## src/rtl/ft_pkg.sv

```systemverilog
// Shared operator codes, stage limit and the per-bit combine function.
package ft_pkg;

  localparam int OP_PASS    = 0;
  localparam int OP_XOR     = 1;
  localparam int OP_AND     = 2;
  localparam int OP_OR      = 3;
  localparam int MAX_STAGES = 8;

  // Bitwise combine: applied bit by bit, so channels never interact.
  function automatic logic ft_combine(input int op, input logic a, input logic b);
    case (op)
      OP_XOR:  return a ^ b;
      OP_AND:  return a & b;
      OP_OR:   return a | b;
      default: return a;
    endcase
  endfunction

endpackage

```

## src/rtl/ft_skid_stage.sv

```systemverilog
// One elastic stage: main register plus skid register. Ready is a flop
// (!skid_valid), so ready never ripples combinationally along the chain.
module ft_skid_stage
  import ft_pkg::*;
#(
  parameter int DW = 4
) (
  input  logic          clk,
  input  logic          reset,
  input  logic          in_valid,
  output logic          in_ready,
  input  logic [DW-1:0] in_data,
  output logic          out_valid,
  input  logic          out_ready,
  output logic [DW-1:0] out_data
);

  logic          m_v, s_v;
  logic [DW-1:0] m_d, s_d;
  logic          in_xfer, drain;

  assign in_ready  = !s_v;
  assign out_valid = m_v;
  assign out_data  = m_d;
  assign in_xfer   = in_valid && !s_v;
  assign drain     = m_v && out_ready;

  // Main/skid update: refill main from skid first, park in skid only when main stalls.
  always_ff @(posedge clk) begin
    if (reset) begin
      m_v <= 1'b0;
      s_v <= 1'b0;
      m_d <= '0;
      s_d <= '0;
    end else if (drain) begin
      if (s_v) begin
        m_d <= s_d;
        s_v <= 1'b0;
      end else if (in_xfer) begin
        m_d <= in_data;
      end else begin
        m_v <= 1'b0;
      end
    end else if (!m_v) begin
      if (in_xfer) begin
        m_v <= 1'b1;
        m_d <= in_data;
      end
    end else if (in_xfer) begin
      s_v <= 1'b1;
      s_d <= in_data;
    end
  end

endmodule

```

## src/rtl/elastic_bus_feedthrough.sv

```systemverilog
// Combines two multi-channel buses and retimes the result through a chain of
// skid stages; tracks occupancy and flags long input stalls.
module elastic_bus_feedthrough
  import ft_pkg::*;
#(
  parameter int WIDTH    = 2,
  parameter int CHANNELS = 2,
  parameter int STAGES   = 2,
  parameter int OP       = 0
) (
  input  logic                             clk,
  input  logic                             reset,
  input  logic                             in_valid,
  output logic                             in_ready,
  input  logic [CHANNELS*WIDTH-1:0]        in0,
  input  logic [CHANNELS*WIDTH-1:0]        in1,
  output logic                             out_valid,
  input  logic                             out_ready,
  output logic [CHANNELS*WIDTH-1:0]        out,
  output logic [$clog2(2*STAGES+1)-1:0]    occupancy,
  output logic                             overflow
);

  localparam int DW  = CHANNELS * WIDTH;
  localparam int OW  = $clog2(2*STAGES+1);
  localparam int CAP = 2 * STAGES;

  if (OP < OP_PASS || OP > OP_OR) begin : g_bad_op
    $error("elastic_bus_feedthrough: OP must be 0..3");
  end
  if (STAGES < 1 || STAGES > MAX_STAGES) begin : g_bad_stages
    $error("elastic_bus_feedthrough: STAGES must be 1..8");
  end

  logic [DW-1:0]               comb;
  logic [STAGES:0]             v, r;
  logic [STAGES:0][DW-1:0]     d;
  logic                        in_xfer, out_xfer;
  logic [7:0]                  stall_cnt, stall_nxt;

  for (genvar c = 0; c < CHANNELS; c++) begin : g_ch
    for (genvar b = 0; b < WIDTH; b++) begin : g_bit
      assign comb[c*WIDTH+b] = ft_combine(OP, in0[c*WIDTH+b], in1[c*WIDTH+b]);
    end
  end

  assign v[0]      = in_valid;
  assign d[0]      = comb;
  assign r[STAGES] = out_ready;
  assign in_ready  = r[0] && !reset;
  assign out_valid = v[STAGES];
  assign out       = d[STAGES];
  assign in_xfer   = in_valid && in_ready;
  assign out_xfer  = out_valid && out_ready;

  for (genvar s = 0; s < STAGES; s++) begin : g_stage
    ft_skid_stage #(.DW(DW)) u_stage (
      .clk      (clk),
      .reset    (reset),
      .in_valid (v[s]),
      .in_ready (r[s]),
      .in_data  (d[s]),
      .out_valid(v[s+1]),
      .out_ready(r[s+1]),
      .out_data (d[s+1])
    );
  end

  // Occupancy: net of accepted and delivered words this cycle.
  always_ff @(posedge clk) begin
    if (reset) occupancy <= '0;
    else if (in_xfer && !out_xfer) occupancy <= occupancy + OW'(1);
    else if (out_xfer && !in_xfer) occupancy <= occupancy - OW'(1);
  end

  // Stall counter next value: cleared by any accept, saturates at 255.
  always_comb begin
    stall_nxt = stall_cnt;
    if (in_xfer) stall_nxt = '0;
    else if (in_valid && !in_ready && stall_cnt != 8'hff) stall_nxt = stall_cnt + 8'd1;
  end

  // Stall counter and sticky overflow flag.
  always_ff @(posedge clk) begin
    if (reset) begin
      stall_cnt <= '0;
      overflow  <= 1'b0;
    end else begin
      stall_cnt <= stall_nxt;
      if (stall_nxt == 8'hff) overflow <= 1'b1;
    end
  end

  // Occupancy must never exceed capacity nor go negative.
  always @(posedge clk) begin
    if (!reset) begin
      assert (!(occupancy == OW'(CAP) && in_xfer && !out_xfer));
      assert (!(occupancy == '0 && out_xfer && !in_xfer));
    end
  end

endmodule

```

## config.mk

```make
export PLATFORM = sky130hd
export DESIGN_NAME = elastic_bus_feedthrough
export DESIGN_NICKNAME = d
export VERILOG_FILES = /design/src/rtl/ft_pkg.sv /design/src/rtl/ft_skid_stage.sv /design/src/rtl/elastic_bus_feedthrough.sv
export SDC_FILE = /design/constraint.sdc
export NUM_CORES = 1
export LEC_CHECK = 0
export CAP_MARGIN = 30
export CORE_MARGIN = 8
export CORE_UTILIZATION = 30
export DETAILED_ROUTE_END_ITERATION = 7
export PLACE_DENSITY_LB_ADDON = 0.12
export SYNTH_ARGS = -nofsm -noshare
export SYNTH_HDL_FRONTEND = slang
export SYNTH_HIERARCHICAL = 1
export SYNTH_SLANG_ARGS = --single-unit
```

## constraint.sdc

```tcl
create_clock -name clk -period 5.3 [get_ports clk]
set_input_delay 1.06 -clock clk [delete_from_list [all_inputs] [get_ports clk]]
set_output_delay 1.06 -clock clk [all_outputs]
set_load 0.03 [all_outputs]
```

### Yosys cells after proc, flatten, opt, wreduce, memory -nomap -nowiden

Cells that the tools add are included.
Widths: inputs -> output; s select.

* register bits after elaboration: 32
* output and inout port bits: 10
* logic and storage cells: 70

* add/subtract/negate cells: 3
* eq/ne operators: 8
* multiplexer cells: 22
* bitwise logic cells: 2
* reductions and logical operators: 24

Operator list (number)
* $mux 4: 8
* $mux 8: 2
* $ne 2x2->1 const B: 6
* $mux 1: 10
* $logic_and 1x1->1: 9
* $add 8x1->8 const B: 1
* $eq 8x8->1 const B: 1
* $ne 8x8->1 const B: 1
* $reduce_and 2->1: 4
* $logic_not 1->1: 6
* $mux 3: 2
* $reduce_and 3->1: 2
* $reduce_or 2->1: 2
* $add 3x1->3 const B: 1
* $sub 3x1->3 const B: 1
* $not 1->1: 2
* $reduce_bool 2->1: 1

### Depth between registers and ports, before layout

* depth in word-level cells: 8
* depth in mapped cells: 9
* depth with buffers taken out: 9

### Hierarchy

The synthesis kept the hierarchy.

By module, submodules not included
* ft_skid_stage: times used 2, cells an instance 41, area each 434.2 um2
* elastic_bus_feedthrough: times used 1, cells an instance 84, area each 744.5 um2

### Least setup slack after synthesis

Ideal clock, no wire load.

* path kind: in2reg
* start: input reset
* end: register occupancy[2]
* setup time: 0.070 ns
* arrival time: 2.540 ns
* slack: 2.691 ns
* stages on the path: 8
* path buffers: 1
* cell sequence: buf_2 nor2_1 ha_1 inv_1 fa_1 xor2_1 or3_1 a21oi_1

* cells in the longest elaborated chain, start to end: 6

RTL lines
* start, declared: line elastic_bus_feedthrough.sv:12 `input logic reset,`
* $logic_not 1->1
* $logic_and 1x1->1: line elastic_bus_feedthrough.sv:50 `assign in_ready = r[0] && !reset;`
* $logic_and 1x1->1: line elastic_bus_feedthrough.sv:53 `assign in_xfer = in_valid && in_ready;`
* $logic_not 1->1: line elastic_bus_feedthrough.sv:73 `else if (out_xfer && !in_xfer) occupancy <= occupancy - OW'(1);`
* $logic_and 1x1->1: line elastic_bus_feedthrough.sv:73
* $reduce_bool 2->1 (no line)
* end signal, assigned: line elastic_bus_feedthrough.sv:72 `else if (in_xfer && !out_xfer) occupancy <= occupancy + OW'(1);`
* end signal, assigned: line elastic_bus_feedthrough.sv:73
* end, declared: line elastic_bus_feedthrough.sv:20 `output logic [$clog2(2*STAGES+1)-1:0] occupancy,`

Several ways; a longest one is shown, not always the timed one.
A chain may end at the register's enable or synchronous reset.

### Final worst setup path

* start: input reset
* end: output in_ready

* cells in the longest elaborated chain, start to end: 2

RTL lines
* $logic_not 1->1
* $logic_and 1x1->1: line elastic_bus_feedthrough.sv:50
* end, declared: line elastic_bus_feedthrough.sv:14 `output logic in_ready,`

Every way passes these cells.

==> implementation parameters <==
Parameter                              Value

Clock network
  CTS Buf Count ... 5
  Root buffer cell ... clkbuf_8
  Clock insertion delay at the later pin of the skew report ... 0.28 ns
  Clk slew on worst S/H paths ... 0.07 ns
  Maximum number of buffers from clock root to sink ... 2
  Count of hold buffers inserted by post-cts repair ... 0
  Clock tree sinks ... 32
  H-tree level count ... 2
  Post-CTS Setup Bufs ... 0
  TritonCTS clock tree ... yes
  Number of cells upsized or downsized after cts ... 0

Yosys
  Number of warnings issued by yosys ... 6
  Synth top area share ... 39.7%
  Mean instance size in the synthesized netlist ... 9.72 um^2
  Cell types with the largest area share after synthesis ... dfxtp_1 (40%), mux2i_1 (7.4%), a221o_1 (5.0%), nor2_1 (4.7%), a21oi_1 (3.1%)
  Largest area contributor in the netlist ... dfxtp_1
  Nets in the synthesized netlist ... 181
  Post-synthesis sequential area ratio ... 39.7%
  Synthesized cell area ... 1610 um^2
  EDFF count, synth ... 0
  Async S/R FF share, synth ... 0%
  Number of synthesized register bits ... 32
  Primary FF master, synth ... dfxtp_1
  Distinct cell type count of the synthesized netlist ... 44
  Number of cells produced by synthesis ... 166

STA
  Unrepaired setup endpoints after global routing ... false
  Achievable Freq ... 269 MHz
  Relative slew slack ... 73.6%
  Count of final hold-check violations ... 0
  Slew of the pin with the lowest slew margin ... 0.395 ns
  Fin crit share ... 70.1%
  Min Tclk post-route ... 3.72 ns
  Total negative setup slack ... 0 ns
  Clk_skew ... 0.00290 ns
  Slew Limit Fails ... 0
  Final-report setup violation count ... 0

Critical path
  Buffers and inverters on the worst path ... 3
  Launching element of the worst setup path ... reset
  Required @ worst endpoint ... 4.24 ns
  Type of the setup path with the least slack ... input port to primary output
  Most common cell on crit path ... clkdlybuf4s50_1
  Worst endpoint data arrival time ... 2.66 ns
  Critical path fanouts, max ... 30
  Crit start category ... input port
  Cells along the critical path ... clkdlybuf4s50_1 > buf_4 > nor2b_4 > clkdlybuf4s50_1
  Flop-to-flop setup slack ... 3.15 ns
  Slowest stage cell on the critical path ... clkdlybuf4s50_1
  Largest delay contributor family on the critical path ... buffers and inverters
  Worst setup EP type ... primary output
  R2r startpoint ... g_stage[0].u_stage/s_v
  Critical Path Max Stage Delay ... 0.71 ns

Global routing
  Global route overflow ... 0
  Global-route wire length before repair ... 5.70 mm
  Via count of the first global-routing pass ... 1214
  Initial antenna violation count ... 0
  Pin count of the biggest net entering global routing ... 31
  All-layer global routing usage ... 9.48%

Route
  Number of vias per cell after detailed routing ... 4.91
  Average wire per standard cell ... 13.0 um
  Starting DRC count in detailed routing ... 42
  Remaining routing DRC violations ... 0
  Remaining number of nets flagged by the antenna check after routing ... 0
  Length of the first detailed-routing pass in iterations ... 4
  Overall via count from detail_route ... 1248
  Total length of routed wires ... 3.31 mm

Power and ir drop
  Post-route total power ... 555 uW
  Ratio of total power to cell area ... 286 nW/um^2
  IR Drop Worst-Case VDD ... 0.104 mV
  Leakage power ... 0.704 nW

Die
  Die Footprint ... 7980 um^2
  Starting utilization of the core area ... 31.4%
  IO Pins ... 22
  Num rows ... 26
  Placeable core region ... 5140 um^2
  Die X ... 89.3 um
  Overall die height ... 89.3 um

Placement
  Half-perimeter wire length after detailed placement ... 2.50 mm
  Number of port buffers ... 17
  Cell area after placement ... 1830 um^2
  Final GP Congestion ... 0.778

Run status
  Result of the run ... finished clean

Finish
  Inserted Diodes ... 0
  Number of nets in the finished design ... 198
  Leading cell type in the layout, fill and taps excluded ... dfxtp_1
  Synth-to-Final Area Change ... 20.1%
  Final std cell area, no fill ... 1940 um^2
  Fraction of final layout cells with drive strength greater than 1 ... 11.4%
  Commonest cells after routing, fill and taps aside ... dfxtp_1 (32), nor2_1 (20), clkdlybuf4s50_1 (17)

Worst hold path
  Worst min-delay path startpoint ... overflow
  Type of the tightest min-delay check ... flop to flop

Flow run
  Number of maximum-capacitance violations ... 0
## tightest hold or removal path: stages, from the launching register on
cell and delay (ns):
dfxtp_1 0.32, inv_1 0.06, o32ai_2 0.06
## area by class of cell
| class | instances | area (um^2) |
|---|---|---|
| well taps | 70 | 87.6 |
| inverters | 8 | 30.0 |
| flip-flops and latches | 32 | 641 |
| multi-input cells | 118 | 890 |
| clock inverters | 3 | 42.5 |
| clock buffers | 5 | 68.8 |
| fillers | 540 | 3200 |
| repair buffers | 18 | 178 |
## path summary, 6_finish.rpt
path                        to  cells past startpoint
setup / recovery      in_ready                      4
setup reg to reg  occupancy[2]                      9
hold / removal        overflow                      2
hold reg to reg       overflow                      2
## flip-flops by register name, indices dropped and copies added (netlist names)
name and cells:
g_stage.u_stage/s_d 8, occupancy 3, overflow 1, g_stage.u_stage/out_valid 2, g_stage.u_stage/s_v 2, g_stage.u_stage/out_data 8
stall_cnt 8
## metal layers
layer  part of all wire [%]  track usage, %  routed length [um]
met2                     52            16.7                1710
met1                     42            9.91                1380
met3                    5.6            3.40                 186
met5                      0               0                   0
met4                    1.1            4.08                  36
## stage by stage
stage          utilization (%)  cells  hold slack (ns)  worst slack, ns
2_1_floorplan                -    166            0.452             2.69
3_3_place_gp              35.5    246            0.459             1.56
3_5_place_dp              35.5    246            0.471             1.57
4_1_cts                   37.7    254            0.486             1.56
5_1_grt                   37.7    254            0.520             1.50
6_report                  37.7    254            0.484             1.58
## cells by family after synthesis
logic type	share of synthesized area [%]
and+or+nand+nor	23.7
AOI/OAI and AO/OA	18.3
DFF	39.7
buffers and inverters	5.12
muxes	9.31
adders and majority gates	2.79
xor gates and xnor gates	1.09
## cells in the mapped netlist, types with 2 or more instances
master / instances
a21oi_1: 10
nand2b_1: 5
a221o_1: 8
mux2_4: 2
nor3b_2: 2
nor2_1: 20
mux2i_1: 12
o21ai_0: 6
xor2_1: 2
a211oi_1: 3
and2_1: 8
nand2_1: 6
and4bb_1: 2
dfxtp_1: 32
o211ai_1: 2
and4b_1: 3
inv_1: 8
buf_2: 3
buf_4: 5
a21oi_2: 2
ha_1: 2
## report_power, final
part / total (mW) / leakage (nW) / switching [mW] / internal (mW)
Sequential: 0.257 / 0.260 / 0.00884 / 0.249
Clock: 0.232 / 0.0541 / 0.0930 / 0.139
Combinational: 0.0650 / 0.391 / 0.0349 / 0.0301
No activity file was read; power rests on OpenSTA's default activity.
